$ cat src/rtl/ram_bank_arbiter.sv
// Dual-bank scratch RAM arbiter: parallel access on distinct banks, per-bank
// round-robin on collisions, registered bank strobes, fixed-latency read return.
`timescale 1ns/1ps

module ram_bank_lane #(
  parameter int ADDR_WIDTH = 8,
  parameter int DATA_WIDTH = 8
) (
  input  logic                  clk,
  input  logic                  reset_n,
  input  logic                  a_hit,
  input  logic                  b_hit,
  input  logic                  a_we,
  input  logic                  b_we,
  input  logic [ADDR_WIDTH-1:0] a_addr,
  input  logic [ADDR_WIDTH-1:0] b_addr,
  input  logic [DATA_WIDTH-1:0] a_wdata,
  input  logic [DATA_WIDTH-1:0] b_wdata,
  output logic                  a_win,
  output logic                  b_win,
  output logic                  conflict,
  output logic                  en,
  output logic                  we,
  output logic [ADDR_WIDTH-1:0] addr,
  output logic [DATA_WIDTH-1:0] wdata,
  output logic                  rvalid,
  output logic                  rd_owner
);
  localparam int STAGES = 2;

  logic              prio;
  logic              grant;
  logic              sel_we;
  logic              rd_go;
  logic [STAGES:1]   vld_pipe;
  logic [STAGES:1]   own_pipe;

  assign conflict = a_hit & b_hit;
  assign a_win    = a_hit & (~b_hit | ~prio);
  assign b_win    = b_hit & (~a_hit | prio);
  assign grant    = a_win | b_win;
  assign sel_we   = b_win ? b_we : a_we;
  assign rd_go    = grant & ~sel_we;

  always_ff @(posedge clk or negedge reset_n) begin
    if (!reset_n) begin
      prio     <= 1'b0;
      en       <= 1'b0;
      we       <= 1'b0;
      addr     <= '0;
      wdata    <= '0;
      vld_pipe <= '0;
      own_pipe <= '0;
    end else begin
      // priority passes to the loser only when both actually collided
      if (conflict) prio <= ~prio;
      en <= grant;
      we <= grant & sel_we;
      if (grant) begin
        addr  <= b_win ? b_addr  : a_addr;
        wdata <= b_win ? b_wdata : a_wdata;
      end
      vld_pipe <= {vld_pipe[STAGES-1:1], rd_go};
      own_pipe <= {own_pipe[STAGES-1:1], b_win};
    end
  end

  assign rvalid   = vld_pipe[STAGES];
  assign rd_owner = own_pipe[STAGES];
endmodule

module ram_bank_arbiter #(
  parameter int ADDR_WIDTH = 8,
  parameter int DATA_WIDTH = 8,
  parameter int CNT_WIDTH  = 16
) (
  input  logic                  clk,
  input  logic                  reset_n,
  input  logic                  a_req,
  input  logic                  a_we,
  input  logic                  a_bank,
  input  logic [ADDR_WIDTH-1:0] a_addr,
  input  logic [DATA_WIDTH-1:0] a_wdata,
  input  logic                  b_req,
  input  logic                  b_we,
  input  logic                  b_bank,
  input  logic [ADDR_WIDTH-1:0] b_addr,
  input  logic [DATA_WIDTH-1:0] b_wdata,
  output logic                  a_gnt,
  output logic                  b_gnt,
  output logic                  a_rvalid,
  output logic                  b_rvalid,
  output logic [DATA_WIDTH-1:0] a_rdata,
  output logic [DATA_WIDTH-1:0] b_rdata,
  output logic                  bank1_en,
  output logic                  bank2_en,
  output logic                  bank1_we,
  output logic                  bank2_we,
  output logic [ADDR_WIDTH-1:0] bank1_addr,
  output logic [ADDR_WIDTH-1:0] bank2_addr,
  output logic [DATA_WIDTH-1:0] bank1_wdata,
  output logic [DATA_WIDTH-1:0] bank2_wdata,
  input  logic [DATA_WIDTH-1:0] bank1_rdata,
  input  logic [DATA_WIDTH-1:0] bank2_rdata,
  output logic [CNT_WIDTH-1:0]  conflict_cnt
);
  localparam int NUM_BANKS = 2;

  logic [NUM_BANKS-1:0]                 a_hit, b_hit, a_win, b_win, conflict;
  logic [NUM_BANKS-1:0]                 en, we, rvalid, rd_owner, a_rv, b_rv;
  logic [NUM_BANKS-1:0][ADDR_WIDTH-1:0] addr;
  logic [NUM_BANKS-1:0][DATA_WIDTH-1:0] wdata, rdata;

  assign rdata = {bank2_rdata, bank1_rdata};

  for (genvar k = 0; k < NUM_BANKS; k++) begin : g_bank
    localparam logic SEL = (k == 1);
    assign a_hit[k] = a_req & (a_bank == SEL);
    assign b_hit[k] = b_req & (b_bank == SEL);

    ram_bank_lane #(.ADDR_WIDTH(ADDR_WIDTH), .DATA_WIDTH(DATA_WIDTH)) u_lane (
      .clk      (clk),
      .reset_n  (reset_n),
      .a_hit    (a_hit[k]),
      .b_hit    (b_hit[k]),
      .a_we     (a_we),
      .b_we     (b_we),
      .a_addr   (a_addr),
      .b_addr   (b_addr),
      .a_wdata  (a_wdata),
      .b_wdata  (b_wdata),
      .a_win    (a_win[k]),
      .b_win    (b_win[k]),
      .conflict (conflict[k]),
      .en       (en[k]),
      .we       (we[k]),
      .addr     (addr[k]),
      .wdata    (wdata[k]),
      .rvalid   (rvalid[k]),
      .rd_owner (rd_owner[k])
    );

    assign a_rv[k] = rvalid[k] & ~rd_owner[k];
    assign b_rv[k] = rvalid[k] &  rd_owner[k];
  end

  assign a_gnt    = |a_win;
  assign b_gnt    = |b_win;
  assign a_rvalid = |a_rv;
  assign b_rvalid = |b_rv;

  // a requester owns at most one bank's return per cycle, so a simple mux suffices
  always_comb begin
    a_rdata = '0;
    b_rdata = '0;
    for (int k = 0; k < NUM_BANKS; k++) begin
      if (a_rv[k]) a_rdata = rdata[k];
      if (b_rv[k]) b_rdata = rdata[k];
    end
  end

  assign bank1_en    = en[0];
  assign bank2_en    = en[1];
  assign bank1_we    = we[0];
  assign bank2_we    = we[1];
  assign bank1_addr  = addr[0];
  assign bank2_addr  = addr[1];
  assign bank1_wdata = wdata[0];
  assign bank2_wdata = wdata[1];

  always_ff @(posedge clk or negedge reset_n) begin
    if (!reset_n)
      conflict_cnt <= '0;
    else if (|conflict && !(&conflict_cnt))
      conflict_cnt <= conflict_cnt + CNT_WIDTH'(1);
  end
endmodule

$ cat config.mk
export PLATFORM = sky130hd
export DESIGN_NAME = ram_bank_arbiter
export DESIGN_NICKNAME = d
export VERILOG_FILES = /design/src/rtl/ram_bank_arbiter.sv
export SDC_FILE = /design/constraint.sdc
export NUM_CORES = 1
export LEC_CHECK = 0
export CAP_MARGIN = 20
export CORE_ASPECT_RATIO = 0.6
export CORE_MARGIN = 5
export CORE_UTILIZATION = 35
export CTS_BUF_LIST = sky130_fd_sc_hd__clkbuf_16
export DETAILED_ROUTE_END_ITERATION = 8
export GPL_TIMING_DRIVEN = 0
export PLACE_DENSITY_LB_ADDON = 0.1
export SKIP_CTS_REPAIR_TIMING = 1
export SYNTH_ARGS = -nofsm -noshare
export SYNTH_HDL_FRONTEND = slang
export SYNTH_SLANG_ARGS = --single-unit
$ cat constraint.sdc
create_clock -name clk -period 2.1 [get_ports clk]
set_input_delay 0.315 -clock clk [delete_from_list [all_inputs] [get_ports clk]]
set_output_delay 0.315 -clock clk [all_outputs]
set_load 0.01 [all_outputs]
======== Yosys cells after proc, flatten, opt, wreduce, memory -nomap -nowiden ========
Index checks and enable logic that the tools add are counted.
storage, ports and cells
  register bits ........................... 62
  input port bits ......................... 56
  output and inout port bits .............. 72
  logic and storage cells ................. 70
cells by class
  add/subtract/negate cells ............... 1
  mux-type cells .......................... 10
  bitwise gates (word level) .............. 36
  reduce and logical (&&, ||, !) cells .... 8
operator list
  cell                                                             number
  8-bit 2-to-1 mux                                                 8
  1-bit bitwise AND                                                18
  16-bit by 1-bit adder with 16-bit output, second input constant  1
  16-bit AND reduction                                             1
  1-bit inverter                                                   12
  2-bit OR reduction                                               5
  1-bit bitwise OR                                                 6
  1-bit 2-to-1 mux                                                 2
  1-bit logical AND                                                1
  1-bit zero test                                                  1

======== Depth between registers and ports, before layout ========
  depth in word-level cells ............... 8
  gate-level depth with buffers ........... 6

======== Cells and area by module ========
Synthesis repeated with hierarchy kept, for this count alone.
unflattened totals
  cell total of the unflattened synthesis .. 322
  area, all modules ....................... 3,434.5 um^2
by module, submodules not included
  module            times used  cells an instance  area each (um^2)  sequential area each (um^2)
  ram_bank_lane     2           108                1,167.4           575.6
  ram_bank_arbiter  1           106                1,099.8           400.4

======== Worst setup path before layout ========
No wires, ideal clock.
  path kind ............................... register to register
  start ................................... reg conflict_cnt[0]
  end ..................................... reg conflict_cnt[12]
  library setup time ...................... 128 ps
  data arrival time ....................... 1,763 ps
  required time ........................... 1,972 ps
  setup slack ............................. 210 ps
  cell stages (with the launch flop) ...... 7
  path buffers ............................ 1
  clock period less this slack ............ 1,890 ps
  cell sequence ........................... dfrtp_1 ha_1 nand3_1 or3b_1 buf_6 nor3_1 mux2_1
on the way
  cells in the longest elaborated chain, start to end .. 3
  elaborated cells on any way between the ends .. 4
  classes of those cells .................. 1 x add/sub; 3 x reduce/logical
RTL lines
  item                                                                                              line  source
  start, declared                                                                                   105   output logic [CNT_WIDTH-1:0] conflict_cnt
  start signal, assigned                                                                            175   conflict_cnt <= conflict_cnt + CNT_WIDTH'(1);
  parallel branches: the longest is 3 deep, another holds 16-bit by 1-bit adder with 16-bit output  -
Parallel ways; which one is timed is not known.
A chain may end at the register's enable or synchronous reset.

======== Final worst setup path ========
  start ................................... reg g_bank[1].u_lane.own_pipe[2] (netlist name)
  end ..................................... out b_rdata[1]
on the way
  cells in the longest elaborated chain, start to end .. 2
RTL lines
  item                    line  source
  start, declared         36    logic [STAGES:1] own_pipe;
  start signal, assigned  64    own_pipe <= {own_pipe[STAGES-1:1], b_win};
  1-bit bitwise AND       144   assign b_rv[k] = rvalid[k] & rd_owner[k];
  8-bit 2-to-1 mux        158   if (b_rv[k]) b_rdata = rdata[k];
  end, declared           94    output logic [DATA_WIDTH-1:0] b_rdata,
No other way between the ends.

==> Implementation_results.wiki <==
{| class="wikitable"
! Metric !! Value
|-
| Net count after synthesis || 332
|-
| Count of buffering cells on the critical path with inverters included || 1
|-
| Port Buf Inserts || 127
|-
| Fill cell instance count of the final layout || 692
|-
| Final standard cell count with taps included and fillers excluded || 539
|-
| Post-route ant nets || 0
|-
| 1st-pass router iterations || 4
|-
| Total gr overflow || 0
|-
| Area Overhead vs Synth || 68.7%
|-
| Wire length reported by the detailed router || 8590 µm
|-
| Fraction of the cycle the final worst path needs || 97.6%
|-
| Critical path cell sequence || and2_4 > nor2_4 > a22o_1 > clkdlybuf4s50_1
|-
| Setup total negative slack || 0 ns
|-
| Leakage || 2.30 nW
|-
| Number of flops mapped to enable cells by yosys || 0
|-
| Number of synthesized register bits || 62
|-
| Highest metal layer with signal wires || met4
|-
| Max-slew headroom || 47.7%
|-
| Share of the yosys chip area belonging to registers || 55.6%
|-
| Setup crit start kind || flop
|-
| Clock slew at the register clock pins of the worst setup and hold paths || 0.05 ns
|-
| First element of the critical path || g_bank[1].u_lane.own_pipe[2]
|-
| Die height || 79.2 µm
|-
| Met3 Wirelength || 592 µm
|-
| Netlist cell types || 38
|-
| First-pass GRT wire length || 13,300 µm
|-
| Avg Inst Size Synth || 10.1 µm²
|-
| Starting density of the core || 35.7%
|-
| Routability Congestion || 0.829
|-
| Commonest register cell after synthesis || dfrtp_1
|-
| Count of antenna diodes in the layout || 0
|-
| Gate family responsible for the most delay along the worst path || buffers and inverters
|-
| R2r startpoint || conflict_cnt[0]
|-
| Cell area reported after detailed placement || 0.00419 mm²
|-
| Clock tree from TritonCTS || built
|-
| Vias per inst || 4.99
|-
| Class of the tightest hold or removal check || primary input to asynchronous set/reset pin
|-
| Final-stage net count || 483
|-
| Startpoint-to-endpoint class of the critical path || flop to output port
|-
| Nature of the critical path endpoint || output port
|-
| Post-synth ARST share || 100%
|-
| Count of mapped cells out of synthesis || 275
|-
| Achievable Freq || 488 MHz
|-
| Post-detailed-route DRC marker count || 0
|-
| Sequential cell area || 0.00155 mm²
|-
| Overall via count from detail_route || 2,692
|-
| DR WL/cell || 15.9 µm
|-
| Count of warnings emitted by yosys || 0
|-
| Placed cell count || 510
|-
| Proportion of layout cells with a drive suffix above 1 || 11.1%
|-
| Min Hold Slack || 0.0711 ns
|-
| IR drop worst, VDD || 0.496 mV
|-
| Wire length on met2 || 3730 µm
|-
| Worst slack at placement || -0.918 ns
|-
| Core Region || 0.00782 mm²
|-
| Clk buf depth || 2
|-
| Cell Area, Synth || 0.00279 mm²
|-
| Largest net degree at the start of global routing || 63
|-
| Delay contributed by the slowest stage of the critical path || 0.52 ns
|-
| Number of antenna violations at the first check in global routing || 0
|-
| CP Data Required Time || 1.78 ns
|-
| Post-detail-place hpwl || 6050 µm
|-
| Post-route cell area || 0.00471 mm²
|-
| Maximum fanout along the worst path || 6
|-
| Final number of max-transition violations || 0
|-
| Placement row count || 25
|-
| Htree depth || 3
|-
| Pin slew with the least headroom to its limit || 0.785 ns
|-
| GRT Resource Usage Total || 17.2%
|-
| Overall die area || 0.00992 mm²
|-
| Data arrival at the endpoint of the critical path || 1.73 ns
|-
| Slack of the critical path || 0.0504 ns
|-
| Final Critical Period || 2.05 ns
|-
| Status || finished, final reports clean
|-
| I/O pins || 128
|-
| Area used by multi-input combinational logic || 0.00124 mm²
|-
| Clock tree sinks || 62
|-
| Count of final setup violators || 0
|-
| Root Driver || clkbuf_16
|-
| Crit path max-delay cell type || clkdlybuf4s50_1
|-
| Vias in the first global route || 2,511
|-
| Maximum clock skew at final layout || 0.00522 ns
|-
| DR iter-0 viols || 122
|-
| Power density over cell area || 831 mW/mm²
|-
| Die Wd || 125 µm
|-
| Clk Latency, worst-skew pair || 0.33 ns
|-
| Final-report hold violation count || 0
|-
| M1 WL || 4160 µm
|-
| Max-cap violations || 0
|-
| Number of buffers created by CTS || 9
|}
logic make-up (layout without fill, tap and decap cells):
logic type,count (synthesis),after routing,share of synthesized area [%]
mux,4,4,1.52
simple gates,125,125,21.2
compound gates,55,55,14.1
xor+xnor,17,17,5.34
fa+ha+maj,1,1,0.448
buf+inv,11,167,1.75
flops,62,62,55.6
power by group:
part           total (mW)  internal [mW]  switching (mW)
sequential           1.54           1.38           0.160
clock                1.40          0.898           0.507
combinational       0.970          0.555           0.414
total                3.91           2.83            1.08
registers in the layout, summed over array words and instances, names as in the netlist:
register,flops
g_bank.u_lane.wdata,16
g_bank.u_lane.en,2
g_bank.u_lane.prio,2
g_bank.u_lane.we,2
g_bank.u_lane.own_pipe,4
conflict_cnt,16
g_bank.u_lane.vld_pipe,4
g_bank.u_lane.addr,16
cells in the mapped netlist (2+ instances only):
cell type	instances	area share [%]
a21oi_1	2	0.36
a22o_1	16	5.0
and2_1	3	0.67
and3_1	2	0.45
clkbuf_1	7	0.94
dfrtp_1	62	56
inv_1	2	0.27
mux2i_1	2	0.72
nand2_1	15	2.0
nand2b_1	5	1.1
nand3_1	6	1.1
nand4_1	3	0.67
nor2_1	72	9.7
nor3_1	8	1.4
o22ai_1	32	7.2
xnor2_1	2	0.63
xor2_1	15	4.7
final timing paths:
path,end,slack (ns),cells after the start
max reg2reg,conflict_cnt[12],0.16,6
max,b_rdata[1],0.05,4
min in group clk,g_bank[0].u_lane.vld_pipe[2],0.35,0
min,g_bank[0].u_lane.en,0.07,1
max in group asynchronous,g_bank[0].u_lane.prio,1.48,1
min reg2reg,g_bank[0].u_lane.vld_pipe[2],0.35,0
layer usage:
metal	track usage [%]	up-vias
li1	-	1285
met1	23.4	1281
met3	6.52	11
met5	0	-
met4	6.06	0
met2	25.1	115
per-stage QoR:
stage / util, % / total power [mW]
final: 60.2 / 3.91
after floorplan: - / 1.89
after CTS: 57.2 / 3.91
after global placement: 53.7 / 2.47
after global routing: 60.2 / 4.14
after detailed placement: 53.6 / 2.49
layout make-up:
| type | instances | area share [%] |
|---|---|---|
| plain buffers | 7 | 1.04 |
| inverters | 2 | 0.159 |
| clock inverters | 7 | 1.20 |
| repair buffers | 142 | 30.5 |
| flip-flops and latches | 62 | 33.0 |
| multi-input cells | 202 | 26.4 |
| clock buffers | 9 | 4.78 |
| well taps | 108 | 2.87 |
cells in the final DEF, fill, tap and decap left out, types with 4 or more instances in the layout:
| master | n |
|---|---|
| dlymetal6s2s_1 | 19 |
| o22ai_1 | 32 |
| nor2_1 | 70 |
| xor2_1 | 15 |
| clkbuf_16 | 9 |
| buf_4 | 15 |
| a22o_1 | 16 |
| dfrtp_1 | 61 |
| nand2b_1 | 4 |
| clkdlybuf4s50_1 | 106 |
| nand3_1 | 6 |
| nor3_1 | 7 |
| nand2_1 | 14 |
Power figures use the tool's default switching activity.
